===== config.mk =====
export PLATFORM = sky130hd
export DESIGN_NAME = rca_lsq_flat
export DESIGN_NICKNAME = d
export VERILOG_FILES = /design/src/rtl/rca_lsq_if.sv /design/src/rtl/rca_lsq.sv /design/src/flat_wrapper.sv
export SDC_FILE = /design/constraint.sdc
export NUM_CORES = 1
export LEC_CHECK = 0
export ABC_AREA = 0
export BUFFER_PORTS_ARGS = -buffer_cell sky130_fd_sc_hd__buf_2
export CAP_MARGIN = 15
export CORE_ASPECT_RATIO = 1.25
export CORE_MARGIN = 1.5
export CORE_UTILIZATION = 45
export DETAILED_ROUTE_END_ITERATION = 10
export MAX_ROUTING_LAYER = met4
export PLACE_DENSITY_LB_ADDON = 0.25
export SLEW_MARGIN = 20
export SYNTH_ARGS = -nofsm -noshare
export SYNTH_HDL_FRONTEND = slang
export SYNTH_SLANG_ARGS = --single-unit

===== constraint.sdc =====
create_clock -name clk -period 6.5 [get_ports clk]
set_input_delay 0.65 -clock clk [delete_from_list [all_inputs] [get_ports clk]]
set_output_delay 0.65 -clock clk [all_outputs]
set_load 0.01 [all_outputs]

===== src/rtl/rca_lsq_if.sv =====
// rca_lsq_if: request, response and memory-side signals of the load/store queue.
interface rca_lsq_if #(parameter int XLEN = 32) ();
  logic [XLEN-1:0] addr;
  logic [XLEN-1:0] data;
  logic [2:0]      fn3;
  logic            load;
  logic            store;
  logic            new_request;
  logic            lsq_full;
  logic [XLEN-1:0] load_data;
  logic            load_complete;
  logic            mem_req;
  logic [XLEN-1:0] mem_addr;
  logic            mem_we;
  logic [3:0]      mem_be;
  logic [XLEN-1:0] mem_wdata;
  logic            mem_ack;
  logic            mem_rvalid;
  logic [XLEN-1:0] mem_rdata;
  modport slave (
    input  addr, data, fn3, load, store, new_request, mem_ack, mem_rvalid, mem_rdata,
    output lsq_full, load_data, load_complete, mem_req, mem_addr, mem_we, mem_be, mem_wdata
  );
  modport master (
    output addr, data, fn3, load, store, new_request, mem_ack, mem_rvalid, mem_rdata,
    input  lsq_full, load_data, load_complete, mem_req, mem_addr, mem_we, mem_be, mem_wdata
  );
endinterface


===== src/rtl/rca_lsq.sv =====
// rca_lsq: in-order load/store queue issuing one memory access at a time, one load outstanding.
module rca_lsq #(
  parameter int DEPTH = 4,
  parameter int XLEN  = 32
) (
  input logic       clk,
  input logic       rst,
  rca_lsq_if.slave  bus
);
  localparam int PW = $clog2(DEPTH);
  localparam int CW = PW + 1;
  localparam logic [CW-1:0] FULL = CW'(DEPTH);
  typedef enum logic {READY, WAIT} state_t;
  state_t state_q, state_d;
  logic [XLEN-1:0] addr_m [DEPTH];
  logic [XLEN-1:0] data_m [DEPTH];
  logic [2:0]      fn3_m  [DEPTH];
  logic [DEPTH-1:0] load_m;
  logic [PW-1:0] wptr_q, rptr_q;
  logic [CW-1:0] count_q, count_d;
  logic full_q, lc_q;
  logic [1:0] off_q;
  logic [2:0] lfn3_q;
  logic [XLEN-1:0] ld_q, ld_d, h_addr, h_data;
  logic [2:0] h_fn3;
  logic h_load, busy, push, pop, s_b, s_h;
  logic [7:0] lb;
  logic [15:0] lh;
  always_comb begin
    h_addr  = addr_m[rptr_q];
    h_data  = data_m[rptr_q];
    h_fn3   = fn3_m[rptr_q];
    h_load  = load_m[rptr_q];
    busy    = count_q != '0;
    push    = bus.new_request && (bus.load ^ bus.store) && !full_q;
    pop     = state_q == READY && busy && bus.mem_ack;
    count_d = count_q + CW'(push) - CW'(pop);
    state_d = state_q == READY ? (pop && h_load ? WAIT : READY) : (bus.mem_rvalid ? READY : WAIT);
    s_b     = h_fn3 inside {3'b000, 3'b100};
    s_h     = h_fn3 inside {3'b001, 3'b101};
    lb      = 8'(bus.mem_rdata >> {off_q, 3'b000});
    lh      = 16'(bus.mem_rdata >> {off_q[1], 4'b0000});
    ld_d    = lfn3_q == 3'b000 ? {{(XLEN-8){lb[7]}}, lb} :
              lfn3_q == 3'b001 ? {{(XLEN-16){lh[15]}}, lh} :
              lfn3_q == 3'b100 ? {{(XLEN-8){1'b0}}, lb} :
              lfn3_q == 3'b101 ? {{(XLEN-16){1'b0}}, lh} : bus.mem_rdata;
  end
  assign bus.mem_req       = state_q == READY && busy;
  assign bus.mem_addr      = {h_addr[XLEN-1:2], 2'b00};
  assign bus.mem_we        = !h_load;
  assign bus.mem_be        = h_load ? 4'b1111 : s_b ? 4'b0001 << h_addr[1:0] :
                             s_h ? (h_addr[1] ? 4'b1100 : 4'b0011) : 4'b1111;
  assign bus.mem_wdata     = s_b ? {(XLEN/8){h_data[7:0]}} : s_h ? {(XLEN/16){h_data[15:0]}} : h_data;
  assign bus.lsq_full      = full_q;
  assign bus.load_complete = lc_q;
  assign bus.load_data     = ld_q;
  // Entry storage needs no reset: count and pointers alone define which slots are live.
  always_ff @(posedge clk) begin
    if (push) begin
      addr_m[wptr_q] <= bus.addr;
      data_m[wptr_q] <= bus.data;
      fn3_m[wptr_q]  <= bus.fn3;
      load_m[wptr_q] <= bus.load;
    end
  end
  always_ff @(posedge clk or posedge rst) begin
    if (rst) begin
      state_q <= READY;
      wptr_q  <= '0;
      rptr_q  <= '0;
      count_q <= '0;
      full_q  <= 1'b0;
      off_q   <= '0;
      lfn3_q  <= '0;
      lc_q    <= 1'b0;
      ld_q    <= '0;
    end else begin
      state_q <= state_d;
      count_q <= count_d;
      full_q  <= count_d == FULL;
      if (push) wptr_q <= wptr_q + PW'(1);
      if (pop) rptr_q <= rptr_q + PW'(1);
      if (pop && h_load) begin
        off_q  <= h_addr[1:0];
        lfn3_q <= h_fn3;
      end
      lc_q <= state_q == WAIT && bus.mem_rvalid;
      if (state_q == WAIT && bus.mem_rvalid) ld_q <= ld_d;
    end
  end
endmodule

===== src/flat_wrapper.sv =====
// flat-port wrapper written by rule: the top's interface ports become plain ports
module rca_lsq_flat 
#(
  parameter int DEPTH = 4,
  parameter int XLEN  = 32
)
  (clk, rst, bus_addr, bus_data, bus_fn3, bus_load, bus_store, bus_new_request, bus_mem_ack, bus_mem_rvalid, bus_mem_rdata, bus_lsq_full, bus_load_data, bus_load_complete, bus_mem_req, bus_mem_addr, bus_mem_we, bus_mem_be, bus_mem_wdata);
  rca_lsq_if #(.XLEN(XLEN)) bus_i ();
  input logic clk;
  input logic rst;
  input wire logic [$bits(bus_i.addr)-1:0] bus_addr;
  input wire logic [$bits(bus_i.data)-1:0] bus_data;
  input wire logic [$bits(bus_i.fn3)-1:0] bus_fn3;
  input wire logic [$bits(bus_i.load)-1:0] bus_load;
  input wire logic [$bits(bus_i.store)-1:0] bus_store;
  input wire logic [$bits(bus_i.new_request)-1:0] bus_new_request;
  input wire logic [$bits(bus_i.mem_ack)-1:0] bus_mem_ack;
  input wire logic [$bits(bus_i.mem_rvalid)-1:0] bus_mem_rvalid;
  input wire logic [$bits(bus_i.mem_rdata)-1:0] bus_mem_rdata;
  output wire logic [$bits(bus_i.lsq_full)-1:0] bus_lsq_full;
  output wire logic [$bits(bus_i.load_data)-1:0] bus_load_data;
  output wire logic [$bits(bus_i.load_complete)-1:0] bus_load_complete;
  output wire logic [$bits(bus_i.mem_req)-1:0] bus_mem_req;
  output wire logic [$bits(bus_i.mem_addr)-1:0] bus_mem_addr;
  output wire logic [$bits(bus_i.mem_we)-1:0] bus_mem_we;
  output wire logic [$bits(bus_i.mem_be)-1:0] bus_mem_be;
  output wire logic [$bits(bus_i.mem_wdata)-1:0] bus_mem_wdata;
  assign bus_i.addr = bus_addr;
  assign bus_i.data = bus_data;
  assign bus_i.fn3 = bus_fn3;
  assign bus_i.load = bus_load;
  assign bus_i.store = bus_store;
  assign bus_i.new_request = bus_new_request;
  assign bus_i.mem_ack = bus_mem_ack;
  assign bus_i.mem_rvalid = bus_mem_rvalid;
  assign bus_i.mem_rdata = bus_mem_rdata;
  assign bus_lsq_full = bus_i.lsq_full;
  assign bus_load_data = bus_i.load_data;
  assign bus_load_complete = bus_i.load_complete;
  assign bus_mem_req = bus_i.mem_req;
  assign bus_mem_addr = bus_i.mem_addr;
  assign bus_mem_we = bus_i.mem_we;
  assign bus_mem_be = bus_i.mem_be;
  assign bus_mem_wdata = bus_i.mem_wdata;
  rca_lsq #(.DEPTH(DEPTH), .XLEN(XLEN)) u_core (.clk(clk), .rst(rst), .bus(bus_i));
endmodule

# After elaboration in Yosys (flattened, before gate mapping)
# Memories as Yosys holds them, arrays and structs flattened.
# Cells that the tools add are included.
dict set report word_totals {
  ff_bits 51
  ramBits 268
  inputBits 106
  out_inout_bits 104
  word_cells 66
  memories 3
}
# name depth width rd rd_clocked_by_memory_dff wr line_no
set memory_table {}
lappend memory_table {u_core.addr_m 4 32 1 0 1 rca_lsq.sv:15} ;# logic [XLEN-1:0] addr_m [DEPTH];
lappend memory_table {u_core.data_m 4 32 1 0 1 rca_lsq.sv:16} ;# logic [XLEN-1:0] data_m [DEPTH];
lappend memory_table {u_core.fn3_m 4 3 1 0 1 rca_lsq.sv:17} ;# logic [2:0] fn3_m [DEPTH];
dict set report classes {
  n_addsub 4
  n_lt_le_gt_ge 3
  eq_ne 7
  shift 3
  muxes 20
  bitwise_logic 2
  reduce_logical 14
}
# operator n
set op_table {}
lappend op_table {{$mux W32} 6}
lappend op_table {{$shr A32 B5 Y16} 1}
lappend op_table {{$shr A32 B5 Y8} 1}
lappend op_table {{$mux W4} 4}
lappend op_table {{$eq A3 B3 Y1 const B} 5}
lappend op_table {{$logic_and A1 B1 Y1} 7}
lappend op_table {{$mux W1} 7}
lappend op_table {{$eq A3 B1 Y1 const B} 2}
lappend op_table {{$logic_not A3 Y1} 2}
lappend op_table {{$lt A2 B3 Y1 const B} 2}
lappend op_table {{$add A2 B1 Y2 const B} 2}
lappend op_table {{$bwmux W4} 1}
lappend op_table {{$reduce_bool A2 Y1} 2}
lappend op_table {{$shl A1 B2 Y4 const A} 1}
lappend op_table {{$add A3 B1 Y3} 1}
lappend op_table {{$reduce_bool A3 Y1} 1}
lappend op_table {{$sub A3 B1 Y3} 1}
lappend op_table {{$bmux W1 S2} 1}
lappend op_table {{$demux W1 S2} 1}
lappend op_table {{$ge A2 B1 Y1 const B} 1}
lappend op_table {{$logic_not A1 Y1} 2}
lappend op_table {{$not A1 Y1} 1}
lappend op_table {{$xor A1 B1 Y1} 1}

# Longest topological paths before layout
dict set report depth {
  depth_word 6
  ltp_mapped 8
  ltp_nobuf 8
}

# Least setup slack after synthesis
# Ideal clock, no wire load.
dict set report synth_timing {
  kind {input to register}
  start {input port bus_load}
  end {memory u_core.addr_m[0][0], enable pin}
  setup_ps 433
  arrival_ps 2951
  required_ps 6067
  slack_ps 3115
  cell_stages 3
  n_path_buf 0
  cell_sequence {xnor2_1 nor3b_1 and2_1}
}
dict set report synth_between {
  elab_chain_len 5
}
# item line_no
set synth_rtl {}
lappend synth_rtl {{start: declaration} flat_wrapper.sv:14} ;# input wire logic [$bits(bus_i.load)-1:0] bus_load;
lappend synth_rtl {{$xor A1 B1 Y1} rca_lsq.sv:35} ;# push = bus.new_request && (bus.load ^ bus.store) && !full_q;
lappend synth_rtl {{$logic_and A1 B1 Y1 (2 in a row)} rca_lsq.sv:35}
lappend synth_rtl {{net u_core.push} rca_lsq.sv:26} ;# logic h_load, busy, push, pop, s_b, s_h;
lappend synth_rtl {{$mux W1} rca_lsq.sv:59} ;# if (push) begin
lappend synth_rtl {{$mux W1 (implied by the code)} rca_lsq.sv:60} ;# addr_m[wptr_q] <= bus.addr;
lappend synth_rtl {{end: declaration} rca_lsq.sv:15}
# The timed path passes the listed nets, and every way through them passes these cells.

# Final worst setup path
dict set report layout_timing {
  start {register u_core.rptr_q[0]}
  end {output port bus_mem_be[3]}
}
dict set report layout_between {
  elab_chain_len 6
  elab_cells_between_ends 15
  classes_between {eq/ne (3); shift (1); mux (6); reduce/logical (3); memory (2)}
}
# item line_no
set layout_rtl {}
lappend layout_rtl {{start: declaration} rca_lsq.sv:19} ;# logic [PW-1:0] wptr_q, rptr_q;
lappend layout_rtl {{start signal: assignment} rca_lsq.sv:82} ;# if (pop) rptr_q <= rptr_q + PW'(1);
lappend layout_rtl {{$mem_v2 Z4 W3} --}
lappend layout_rtl {{$eq A3 B1 Y1 / $eq A3 B3 Y1 (equally long branches)} rca_lsq.sv:40} ;# s_h = h_fn3 inside {3'b001, 3'b101};
lappend layout_rtl {{$reduce_bool A2 Y1} rca_lsq.sv:40}
lappend layout_rtl {{$mux W4} rca_lsq.sv:52} ;# s_h ? (h_addr[1] ? 4'b1100 : 4'b0011) : 4'b1111;
lappend layout_rtl {{$mux W4} rca_lsq.sv:51} ;# assign bus.mem_be = h_load ? 4'b1111 : s_b ? 4'b0001 << h_addr[1:0] :
lappend layout_rtl {{$mux W4 (*)} rca_lsq.sv:51}
lappend layout_rtl {{end: declaration} flat_wrapper.sv:26} ;# output wire logic [$bits(bus_i.mem_be)-1:0] bus_mem_be;
# Every way passes the cells marked *; elsewhere a longest branch is shown, timed or not. The select of a mux whose other input is x is not followed.

==> metrics.cfg <==
[yosys]
yosys.area.top_type=edfxtp_1
yosysWarnings=0
synth-edff-count=272
async_flop_share_pct=14.7
syn_inst=693
syn_area_um2=12800
post-synth-top-count-cell=edfxtp_1
synth_commonest_cells=edfxtp_1 (272), mux4_2 (69), dfrtp_1 (47), nand2_1 (34), buf_4 (33)
seq_area_frac_synth_pct=72.8
synth_cell_types=43
yosys_most_used_dff=edfxtp_1
ys_ff_latch=319
synth_area_per_cell_um2=18.5
synth_top_area_share_pct=63.6
synth.area.top_cells=edfxtp_1 (64%), mux4_2 (12%), dfrtp_1 (9.2%)

[sta]
setup_tns_ps=0
worstMarginPinSlew_ps=1090
timing.fmax_mhz=249
skew_ps=7.46
relSlewSlack_pct=26.9
finalHoldViolations=0
fin_crit_sh_pct=61.9
finalSetupViolations=0
slew_violations=0
rsz0062_at_grt=false
post-route-min-period_ps=4020

[worst_setup_path]
critPathTopFamily=flip-flops
path_cells=buf_4, mux4_2, nor2_1, o21ai_0, buf_2
cp.arrival_ps=3370
path_class=reg -> out
slowest_delay_ps=970
cp.required_ps=5850
crit_path_max_fanout=42
crit_path_end_kind=output port
worst-r2r-setup-slack_ps=3510
reg2regPathDepth=4
r2r_end=u_core.lfn3_q[0]$_DFFE_PP0P_
cp.buffers_inverters=2
cp-start-kind=register
worstReg2RegStart=u_core.rptr_q[0]$_DFFE_PP0P_
cp_slowest_cell=dfrtp_4

[placement]
dp_hpwl_mm=16.6
gp_congestion=0.838
io_buffers=207

[floorplanning]
fp.dieW_um=154
die_h_um=192
start_util_pct=46.2
dieArea_um2=29600
core_area_um2=27800
core.rowCount=68
ios=210

[clocking]
clockRootBuffer=clkbuf_16
numClockSinks=319
cts_max_level=1
cts.path.max_buffers=3
cts.clk_slew.worst_paths_ps=70
cts.repair.resized=0
cts_inserted_buffers=31
cts_tree=yes
cts_setup_buffers=0
clock_latency_ps=550
hold_buffers=0

[grt]
grt_pass1_wl_mm=40.2
grt-ovfl-total=0
grtUsageTotal_pct=18.6
grt_pass1_vias=6911
antenna_found_initial=10
grt_max_degree=70

[route]
vias_per_cell=5.36
drtIter0Drc=408
ant_nets=0
routedWlPerCell_um=21.2
first_pass_iters=4
vias=6720
drt-total-wl_mm=26.6
drc=0

[cells_and_area]
final_nets=985
fill_cells=2258
final_util_pct=53.7
drive_above_1_share_pct=40.3
area_growth_pct=16.3

[pwr]
p_per_area_nw_per_um2=451
p_sw_share_pct=32.7
share_seq_of_total_power_pct=42.6
p_int_mw=4.53
p_switching_mw=2.20
leakage_nw=5.40
p_total_mw=6.73
p_comb_share_pct=33.1
ir_drop_uv=252
p_clk_share_pct=24.3

[status]
status=finished clean

[run]
drv_cap=0

[hold_path]
hold_path.class=in -> async

[flip-flops by register name, summed over array words and instances (netlist names)]
| register | count |
|---|---|
| u_core.wptr_q | 2 |
| u_core.bus.load_data | 32 |
| u_core.state_q | 1 |
| u_core.addr_m | 128 |
| u_core.data_m | 128 |
| u_core.bus.load_complete | 1 |
| u_core.rptr_q | 2 |
| u_core.load_m | 4 |
| u_core.off_q | 2 |
| u_core.bus.lsq_full | 1 |
| u_core.count_q | 3 |
| u_core.lfn3_q | 3 |
| u_core.fn3_m | 12 |
[layer usage]
layer  track usage [%]  routed length [um]  vias up
met5                 -                   0        -
met4              5.34                 648        0
met3              4.83                1960       48
met2              30.9               13200      216
met1              22.7               10800     3386
li1                  -                   -     3070
[cell type report]
class	count	area, um2	area share (%)
multi-input cells	297	3060	20.5
flip-flops and latches	319	9350	62.6
clock inverters	18	123	0.821
repair buffers	213	1090	7.33
inverters	11	41.3	0.277
well taps	350	438	2.93
clock buffers	35	791	5.30
diodes	11	27.5	0.184
[tightest hold or removal path, cell delays in order]
cell and delay (ps):
buf_2 100, inv_1 40, buf_4 500
[worst max-delay path by stage]
stage,cells past startpoint,endpoint,startpoint
after floorplan,3,u_core.addr_m[0][0]$_DFFE_PP_,bus_load
after global placement,5,bus_mem_be[2],u_core.rptr_q[0]$_DFFE_PP0P_
after detailed placement,5,bus_mem_be[3],u_core.rptr_q[0]$_DFFE_PP0P_
after CTS,5,bus_mem_be[3],u_core.rptr_q[0]$_DFFE_PP0P_
after global routing,5,bus_mem_be[0],u_core.rptr_q[0]$_DFFE_PP0P_
final,5,bus_mem_be[3],u_core.rptr_q[0]$_DFFE_PP0P_
[cell usage in the layout, fill, tap and decap left out, types with 2 or more instances in the layout]
master | synthesis | final
a211o_1 | 5 | 5
a21oi_1 | 30 | 30
a22o_1 | 9 | 9
a22oi_1 | 10 | 10
and2_4 | 0 | 4
and3b_2 | 6 | 6
buf_2 | 13 | 207
buf_4 | 33 | 5
clkbuf_1 | 14 | 4
clkbuf_16 | 0 | 31
clkinv_1 | 1 | 11
clkinv_2 | 0 | 3
clkinvlp_4 | 0 | 2
conb_1 | 1 | 2
dfrtp_1 | 47 | 45
dfrtp_4 | 0 | 2
diode_2 | 0 | 11
edfxtp_1 | 272 | 272
ha_1 | 5 | 5
inv_1 | 10 | 10
mux2_2 | 22 | 22
mux2i_1 | 9 | 9
mux4_2 | 69 | 69
nand2_1 | 34 | 34
nor2_1 | 30 | 30
nor2b_1 | 4 | 4
nor3_1 | 2 | 2
nor3b_1 | 3 | 3
o21ai_0 | 27 | 27
or3_1 | 5 | 5
xnor2_1 | 5 | 5
xor2_1 | 2 | 2
[kinds of logic (layout without fill, tap and decap cells)]
family,Yosys count,count (layout),share of synthesized area (%)
flip-flops,319,319,72.8
multiplexers,100,100,14.7
AND/OR/NAND/NOR,93,93,3.52
AO/OA/AOI/OAI,89,89,4.35
buffers and inverters,78,277,3.49
XOR/XNOR,7,7,0.477
adder cells (fa/ha/maj),6,6,0.643
other,1,13,0.0292
[per-stage QoR]
step / setup slack (ps) / area, um2 / hold slack (ps) / std cells
after global routing: 2170 / 14900 / 279 / 1253
after CTS: 2310 / 14900 / 259 / 1242
after floorplan: 3120 / 12800 / 504 / 694
after global placement: 2940 / 14000 / 456 / 1189
after detailed placement: 2920 / 14000 / 469 / 1189
final: 2480 / 14900 / 261 / 1254
[power by group through the flow]
stage,Sequential (mW),Clock [mW],Combinational [mW]
2_1_floorplan,2.75,0,1.74
3_3_place_gp,2.92,0,2.25
3_5_place_dp,2.92,0,2.27
4_1_cts,2.88,1.68,2.27
5_1_grt,2.92,1.75,2.43
6_report,2.87,1.63,2.23
No activity file was read; power rests on OpenSTA's default activity.
